--- config.mk ---
export PLATFORM = sky130hd
export DESIGN_NAME = sobel_gradient
export DESIGN_NICKNAME = d
export VERILOG_FILES = /design/src/rtl/sobel_gradient.sv
export SDC_FILE = /design/constraint.sdc
export NUM_CORES = 1
export LEC_CHECK = 0
export CORE_UTILIZATION = 45
export CTS_CLUSTER_SIZE = 40
export DETAILED_ROUTE_END_ITERATION = 7
export GPL_TIMING_DRIVEN = 0
export PLACE_DENSITY = 0.71
export SETUP_SLACK_MARGIN = 0.05
export SLEW_MARGIN = 10
export SYNTH_ARGS = -nofsm -noshare
export SYNTH_HDL_FRONTEND = slang
export SYNTH_SLANG_ARGS = --single-unit
export TNS_END_PERCENT = 50
--- constraint.sdc ---
create_clock -name clk -period 7.8 [get_ports clk]
set_clock_uncertainty 0.05 [all_clocks]
set_input_delay 1.17 -clock clk [delete_from_list [all_inputs] [get_ports clk]]
set_output_delay 1.17 -clock clk [all_outputs]
set_load 0.02 [all_outputs]
--- src/rtl/sobel_gradient.sv ---
// rtl/sobel_gradient.sv - 3-stage Sobel L1 gradient magnitude with threshold and per-frame edge count
module sobel_gradient #(
    parameter int PIXEL_WIDTH = 8,
    parameter int MAG_SHIFT   = 0,
    parameter int COUNT_WIDTH = 20
) (
    input  logic                     clk,
    input  logic                     rst_n,
    input  logic                     window_valid,
    input  logic [9*PIXEL_WIDTH-1:0] window_in,
    input  logic                     thresh_en,
    input  logic [PIXEL_WIDTH-1:0]   threshold,
    input  logic                     frame_start,
    output logic                     edge_valid,
    output logic [PIXEL_WIDTH-1:0]   edge_out,
    output logic [COUNT_WIDTH-1:0]   edge_count,
    output logic                     count_valid
);

    localparam int SW = PIXEL_WIDTH + 2;
    localparam int GW = PIXEL_WIDTH + 3;
    localparam logic [GW-1:0] C_MAX = GW'((1 << PIXEL_WIDTH) - 1);

    logic [PIXEL_WIDTH-1:0] w_p [0:8];

    genvar k;
    generate
        for (k = 0; k < 9; k++) begin : g_unpack
            assign w_p[k] = window_in[k*PIXEL_WIDTH +: PIXEL_WIDTH];
        end
    endgenerate

    // Stage 1: positive/negative halves of each kernel, all unsigned
    logic [SW-1:0] w_xp, w_xn, w_yp, w_yn;
    logic [SW-1:0] r_xp, r_xn, r_yp, r_yn;
    logic          r_v1;

    assign w_xp = SW'(w_p[2]) + {1'b0, w_p[5], 1'b0} + SW'(w_p[8]);
    assign w_xn = SW'(w_p[0]) + {1'b0, w_p[3], 1'b0} + SW'(w_p[6]);
    assign w_yp = SW'(w_p[6]) + {1'b0, w_p[7], 1'b0} + SW'(w_p[8]);
    assign w_yn = SW'(w_p[0]) + {1'b0, w_p[1], 1'b0} + SW'(w_p[2]);

    always_ff @(posedge clk or negedge rst_n) begin
        if (!rst_n) begin
            r_v1 <= 1'b0;
            r_xp <= '0;
            r_xn <= '0;
            r_yp <= '0;
            r_yn <= '0;
        end else begin
            r_v1 <= window_valid;
            if (window_valid) begin
                r_xp <= w_xp;
                r_xn <= w_xn;
                r_yp <= w_yp;
                r_yn <= w_yn;
            end
        end
    end

    // Stage 2: signed differences folded to absolute values
    logic [GW-1:0] w_gx, w_gy, w_gx_neg, w_gy_neg;
    logic [SW-1:0] w_ax, w_ay;
    logic [SW-1:0] r_ax, r_ay;
    logic          r_v2;

    assign w_gx     = {1'b0, r_xp} - {1'b0, r_xn};
    assign w_gy     = {1'b0, r_yp} - {1'b0, r_yn};
    assign w_gx_neg = -w_gx;
    assign w_gy_neg = -w_gy;
    assign w_ax     = w_gx[GW-1] ? w_gx_neg[SW-1:0] : w_gx[SW-1:0];
    assign w_ay     = w_gy[GW-1] ? w_gy_neg[SW-1:0] : w_gy[SW-1:0];

    always_ff @(posedge clk or negedge rst_n) begin
        if (!rst_n) begin
            r_v2 <= 1'b0;
            r_ax <= '0;
            r_ay <= '0;
        end else begin
            r_v2 <= r_v1;
            if (r_v1) begin
                r_ax <= w_ax;
                r_ay <= w_ay;
            end
        end
    end

    // Stage 3: scale, clamp, threshold; the hit flag travels with the pixel
    logic [GW-1:0]          w_mag, w_s;
    logic [PIXEL_WIDTH-1:0] w_c;
    logic                   w_ge;
    logic [PIXEL_WIDTH-1:0] r_out;
    logic                   r_v3, r_hit;

    assign w_mag = {1'b0, r_ax} + {1'b0, r_ay};
    assign w_s   = w_mag >> MAG_SHIFT;
    assign w_c   = (w_s > C_MAX) ? C_MAX[PIXEL_WIDTH-1:0] : w_s[PIXEL_WIDTH-1:0];
    assign w_ge  = (w_c >= threshold);

    always_ff @(posedge clk or negedge rst_n) begin
        if (!rst_n) begin
            r_v3  <= 1'b0;
            r_out <= '0;
            r_hit <= 1'b0;
        end else begin
            r_v3 <= r_v2;
            if (r_v2) begin
                r_hit <= w_ge;
                if (thresh_en) begin
                    r_out <= w_ge ? {PIXEL_WIDTH{1'b1}} : '0;
                end else begin
                    r_out <= w_c;
                end
            end
        end
    end

    // Frame counter: a hit coincident with frame_start opens the new frame
    logic                   w_hit;
    logic [COUNT_WIDTH-1:0] r_acc, r_count;
    logic                   r_cv;

    assign w_hit = r_v3 & r_hit;

    always_ff @(posedge clk or negedge rst_n) begin
        if (!rst_n) begin
            r_acc   <= '0;
            r_count <= '0;
            r_cv    <= 1'b0;
        end else if (frame_start) begin
            r_count <= r_acc;
            r_cv    <= 1'b1;
            r_acc   <= COUNT_WIDTH'(w_hit);
        end else begin
            r_cv <= 1'b0;
            if (w_hit && (r_acc != {COUNT_WIDTH{1'b1}})) begin
                r_acc <= r_acc + 1'b1;
            end
        end
    end

    assign edge_valid  = r_v3;
    assign edge_out    = r_out;
    assign edge_count  = r_count;
    assign count_valid = r_cv;

endmodule
==> results_tabular.tex <==
\begin{tabular}{lr}
\hline
Metric & Value \\
\hline
\multicolumn{2}{l}{\textbf{Run status}} \\
Result of the run & finished, final reports clean \\
\multicolumn{2}{l}{\textbf{Run}} \\
Number of max-cap violations & 0 \\
\multicolumn{2}{l}{\textbf{Clock tree}} \\
CTS tree & yes \\
Post\_cts resized & 0 \\
CTS H-Tree Depth & 4 \\
Clock transition time at the flip-flop clock pins of the worst setup and hold paths & 0.05 ns \\
Clock insertion delay at the later pin of the skew report & 0.42 ns \\
Post-CTS Setup Inserts & 0 \\
CTS sink count & 113 \\
Max clock buf depth & 2 \\
Cell at the root of the clock tree & clkbuf\_16 \\
TritonCTS Buffers & 17 \\
Number of buffers inserted for hold repair after clock tree synthesis & 0 \\
\multicolumn{2}{l}{\textbf{Routing}} \\
DRC violations left & 0 \\
Drt first-iter violations & 257 \\
Number of vias in the routed layout & 6257 \\
Routed wire length & 18110 um \\
Residual antenna-violating net count after detailed routing & 0 \\
Post-detailed-route via-to-cell ratio & 5.249 \\
1st-pass router iterations & 4 \\
Wire length per cell after detailed routing & 15.19 um \\
\multicolumn{2}{l}{\textbf{Power and ir drop}} \\
IR drop worst, VDD & 0.1824 mV \\
Cell leakage power & 4.564 nW \\
Power, Total & 3.470 mW \\
Total power per unit cell area & 339.5 nW/um\^{}2 \\
\multicolumn{2}{l}{\textbf{Placed design}} \\
Estimated wirelength of the detail-placed design & 14720 um \\
Routability cong. & 0.8832 \\
Number of buffers inserted by port buffering & 106 \\
Area after DPL & 9663 um\^{}2 \\
Setup Slack @ Placement & 3.672 ns \\
\multicolumn{2}{l}{\textbf{Layout}} \\
Antenna cell count & 0 \\
Final net count & 1147 \\
Layout cell share with drive strength beyond 1 & 11.01\% \\
Layout-stage area growth over the synthesis result & 23.34\% \\
Area occupied by multi-input gates & 5127 um\^{}2 \\
Post-route cell area & 10220 um\^{}2 \\
Total area of sequential cells & 2828 um\^{}2 \\
Number of filler instances in the final layout & 1577 \\
Final design utilization & 56.71\% \\
\multicolumn{2}{l}{\textbf{Logic synthesis}} \\
Warnings from Yosys & 0 \\
FF+latch count, synth & 113 \\
Async SR Flop Fraction & 100.0\% \\
Portion of the post-synthesis area used by sequential elements & 34.12\% \\
Number of synthesized flops with an enable pin & 0 \\
Area of the mapped netlist & 8287 um\^{}2 \\
Synthesized area per cell & 10.06 um\^{}2 \\
Syn\_nets & 1021 \\
Count of mapped cells out of synthesis & 824 \\
Most used flip-flop cell after synthesis & dfrtp\_1 \\
Count of distinct cell types in the synthesized netlist & 68 \\
\multicolumn{2}{l}{\textbf{STA}} \\
Transition at the pin with the smallest max-transition slack & 0.7419 ns \\
Relative max-transition margin & 50.16\% \\
Final setup fails & 0 \\
Part of the cycle the worst path needs & 51.07\% \\
RSZ-0062 raised after global routing & no \\
Setup TNS after final layout & 0 ns \\
Max Freq & 0.2510 GHz \\
Number of pins with negative max-slew slack in the final report & 0 \\
Final period demand of the worst path & 3.983 ns \\
Worst Slack Setup Final & 3.817 ns \\
Final Hold Viols & 0 \\
\multicolumn{2}{l}{\textbf{Die}} \\
Core region area & 18020 um\^{}2 \\
Die width & 137.7 um \\
Number of placement rows & 49 \\
Starting density of the core & 45.97\% \\
Area of the die & 18960 um\^{}2 \\
Die Height & 137.7 um \\
Number of top-level pins & 115 \\
\multicolumn{2}{l}{\textbf{Critical path}} \\
Critical Path AT & 4.23 ns \\
Highest net fanout along the worst path & 9 \\
Critical Path Start Type & flip-flop \\
Worst path cell trace & ha\_1 -> fa\_1 -> a21o\_1 -> a21oi\_1 -> o21a\_1 -> nor3\_1 -> a21boi\_1 -> nand2b\_1 -> ha\_1 -> a21o\_1 -> a21o\_1 -> a211oi\_1 -> o211ai\_1 -> nand2\_1 -> inv\_1 -> o221a\_2 \\
Critical Path Most Common Cell & a21o\_1 \\
Type of element capturing the critical path & flip-flop \\
Required time of the critical path & 8.05 ns \\
Number of cells traversed by the worst register-to-register path & 16 \\
Kind of critical path & flip-flop to flip-flop \\
Stage delay of the slowest cell on the critical path & 0.40 ns \\
Cell with the biggest individual delay on the critical path & fa\_1 \\
\multicolumn{2}{l}{\textbf{Hold path}} \\
Number of cells on the worst hold path & 0 \\
Worst Hold Class & flip-flop to flip-flop \\
\multicolumn{2}{l}{\textbf{Global route}} \\
Maximum number of pins on one net before global-route repair & 63 \\
Gr ovfl total & 0 \\
Global Route Usage Sum & 21.09\% \\
First-pass GRT wire length & 30590 um \\
Via count of the first global-routing pass & 6304 \\
Antenna violations before repair & 0 \\
\hline
\end{tabular}
-- cell usage in the layout, fill, tap and decap left out, types with 6 or more instances in the layout --
cell type / synthesis / routed
a31oi_1: 6 / 6
nor2_1: 64 / 64
a21oi_1: 48 / 48
o211ai_1: 9 / 9
xor2_1: 26 / 26
nor3_1: 11 / 11
clkbuf_1: 15 / 16
mux2i_1: 15 / 15
xnor2_1: 38 / 38
nand2_1: 47 / 47
o221a_2: 8 / 8
o21ai_1: 7 / 7
a21o_1: 16 / 16
ha_1: 77 / 77
nand2b_1: 17 / 17
o21ai_0: 43 / 43
clkbuf_16: 0 / 17
fa_1: 35 / 35
a211o_1: 6 / 6
clkdlybuf4s50_1: 0 / 105
inv_1: 63 / 63
nand3_1: 16 / 16
nor2b_1: 13 / 13
mux2_2: 37 / 37
dfrtp_1: 113 / 113
-- stage by stage --
stage,hold WS (ns),instances
after floorplan,0.3019,824
after global placement,0.3067,1159
after detailed placement,0.3186,1160
after CTS,0.3318,1192
after global routing,0.3567,1192
final,0.3259,1192
-- critical path, delay by kind of cell, from the launching register on --
kind / cells / cell delay [ns]
and+or+nand+nor: 3 / 0.37
AOI/OAI and AO/OA: 9 / 2.07
DFF: 1 / 0.38
adders and majority gates: 3 / 0.89
buffers and inverters: 1 / 0.12
-- final cells by class --
| type | instances | share of cell area (%) |
|---|---|---|
| Sequential cell | 113 | 27.67 |
| Clock inverter | 14 | 1.261 |
| Multi-Input combinational cell | 625 | 50.17 |
| Timing Repair Buffer | 107 | 10.66 |
| Tap cell | 229 | 2.803 |
| Buffer | 22 | 0.8936 |
| Clock buffer | 18 | 4.199 |
| Inverter | 64 | 2.350 |
-- cells by family after synthesis --
kind of cell / synth area share [%]
fa+ha+maj: 20.08
simple gates: 13.21
buf+inv: 4.001
compound gates: 14.80
xor+xnor: 6.764
mux: 7.021
flops: 34.12
-- per-layer routing --
| layer | vias up | share of wire, % | GRT usage [%] | wire [um] |
|---|---|---|---|---|
| met4 | 0 | 1.4 | 6.039 | 246 |
| met2 | 140 | 49 | 36.46 | 8861 |
| met1 | 2943 | 45 | 26.28 | 8188 |
| met3 | 19 | 4.5 | 4.636 | 810 |
| met5 | - | 0 | 0 | 0 |
| li1 | 3155 | - | - | - |
-- Yosys cell counts, types with 7 or more instances --
library cell	instances	share of area [%]
dfrtp_1	113	34
ha_1	77	12
nor2_1	64	2.9
inv_1	63	2.9
a21oi_1	48	2.9
nand2_1	47	2.1
o21ai_0	43	2.6
xnor2_1	38	4.0
mux2_2	37	5.0
fa_1	35	8.5
xor2_1	26	2.7
nand2b_1	17	1.3
a21o_1	16	1.4
nand3_1	16	0.97
clkbuf_1	15	0.68
mux2i_1	15	1.8
nor2b_1	13	0.98
nor3_1	11	0.66
o211ai_1	9	0.82
o221a_2	8	1.1
o21ai_1	7	0.42
-- registers in the layout, summed over array words and instances (netlist names) --
signal and count:
r_yn 10, r_ay 10, count_valid 1, edge_out 8, r_hit 1, r_v1 1
r_yp 10, r_v2 1, r_acc 20, r_xp 10, edge_valid 1, r_xn 10
edge_count 20, r_ax 10
-- final timing paths --
| kind | from | to | slack [ns] |
|---|---|---|---|
| hold reg to reg | r_v1 | r_v2 | 0.33 |
| setup / recovery | r_ax[0] | edge_out[4] | 3.82 |
| max in group asynchronous | rst_n | r_v1 | 6.40 |
| hold / removal | r_v1 | r_v2 | 0.33 |
| min in group asynchronous | rst_n | r_ax[2] | 0.65 |
| setup reg to reg | r_ax[0] | edge_out[4] | 3.82 |
-- report_power, final --
| part | internal, mW | total, mW | switching (mW) |
|---|---|---|---|
| Combinational | 0.881 | 1.90 | 1.02 |
| Sequential | 0.744 | 0.843 | 0.0986 |
| Clock | 0.441 | 0.728 | 0.288 |
Power figures use the tool's default switching activity.
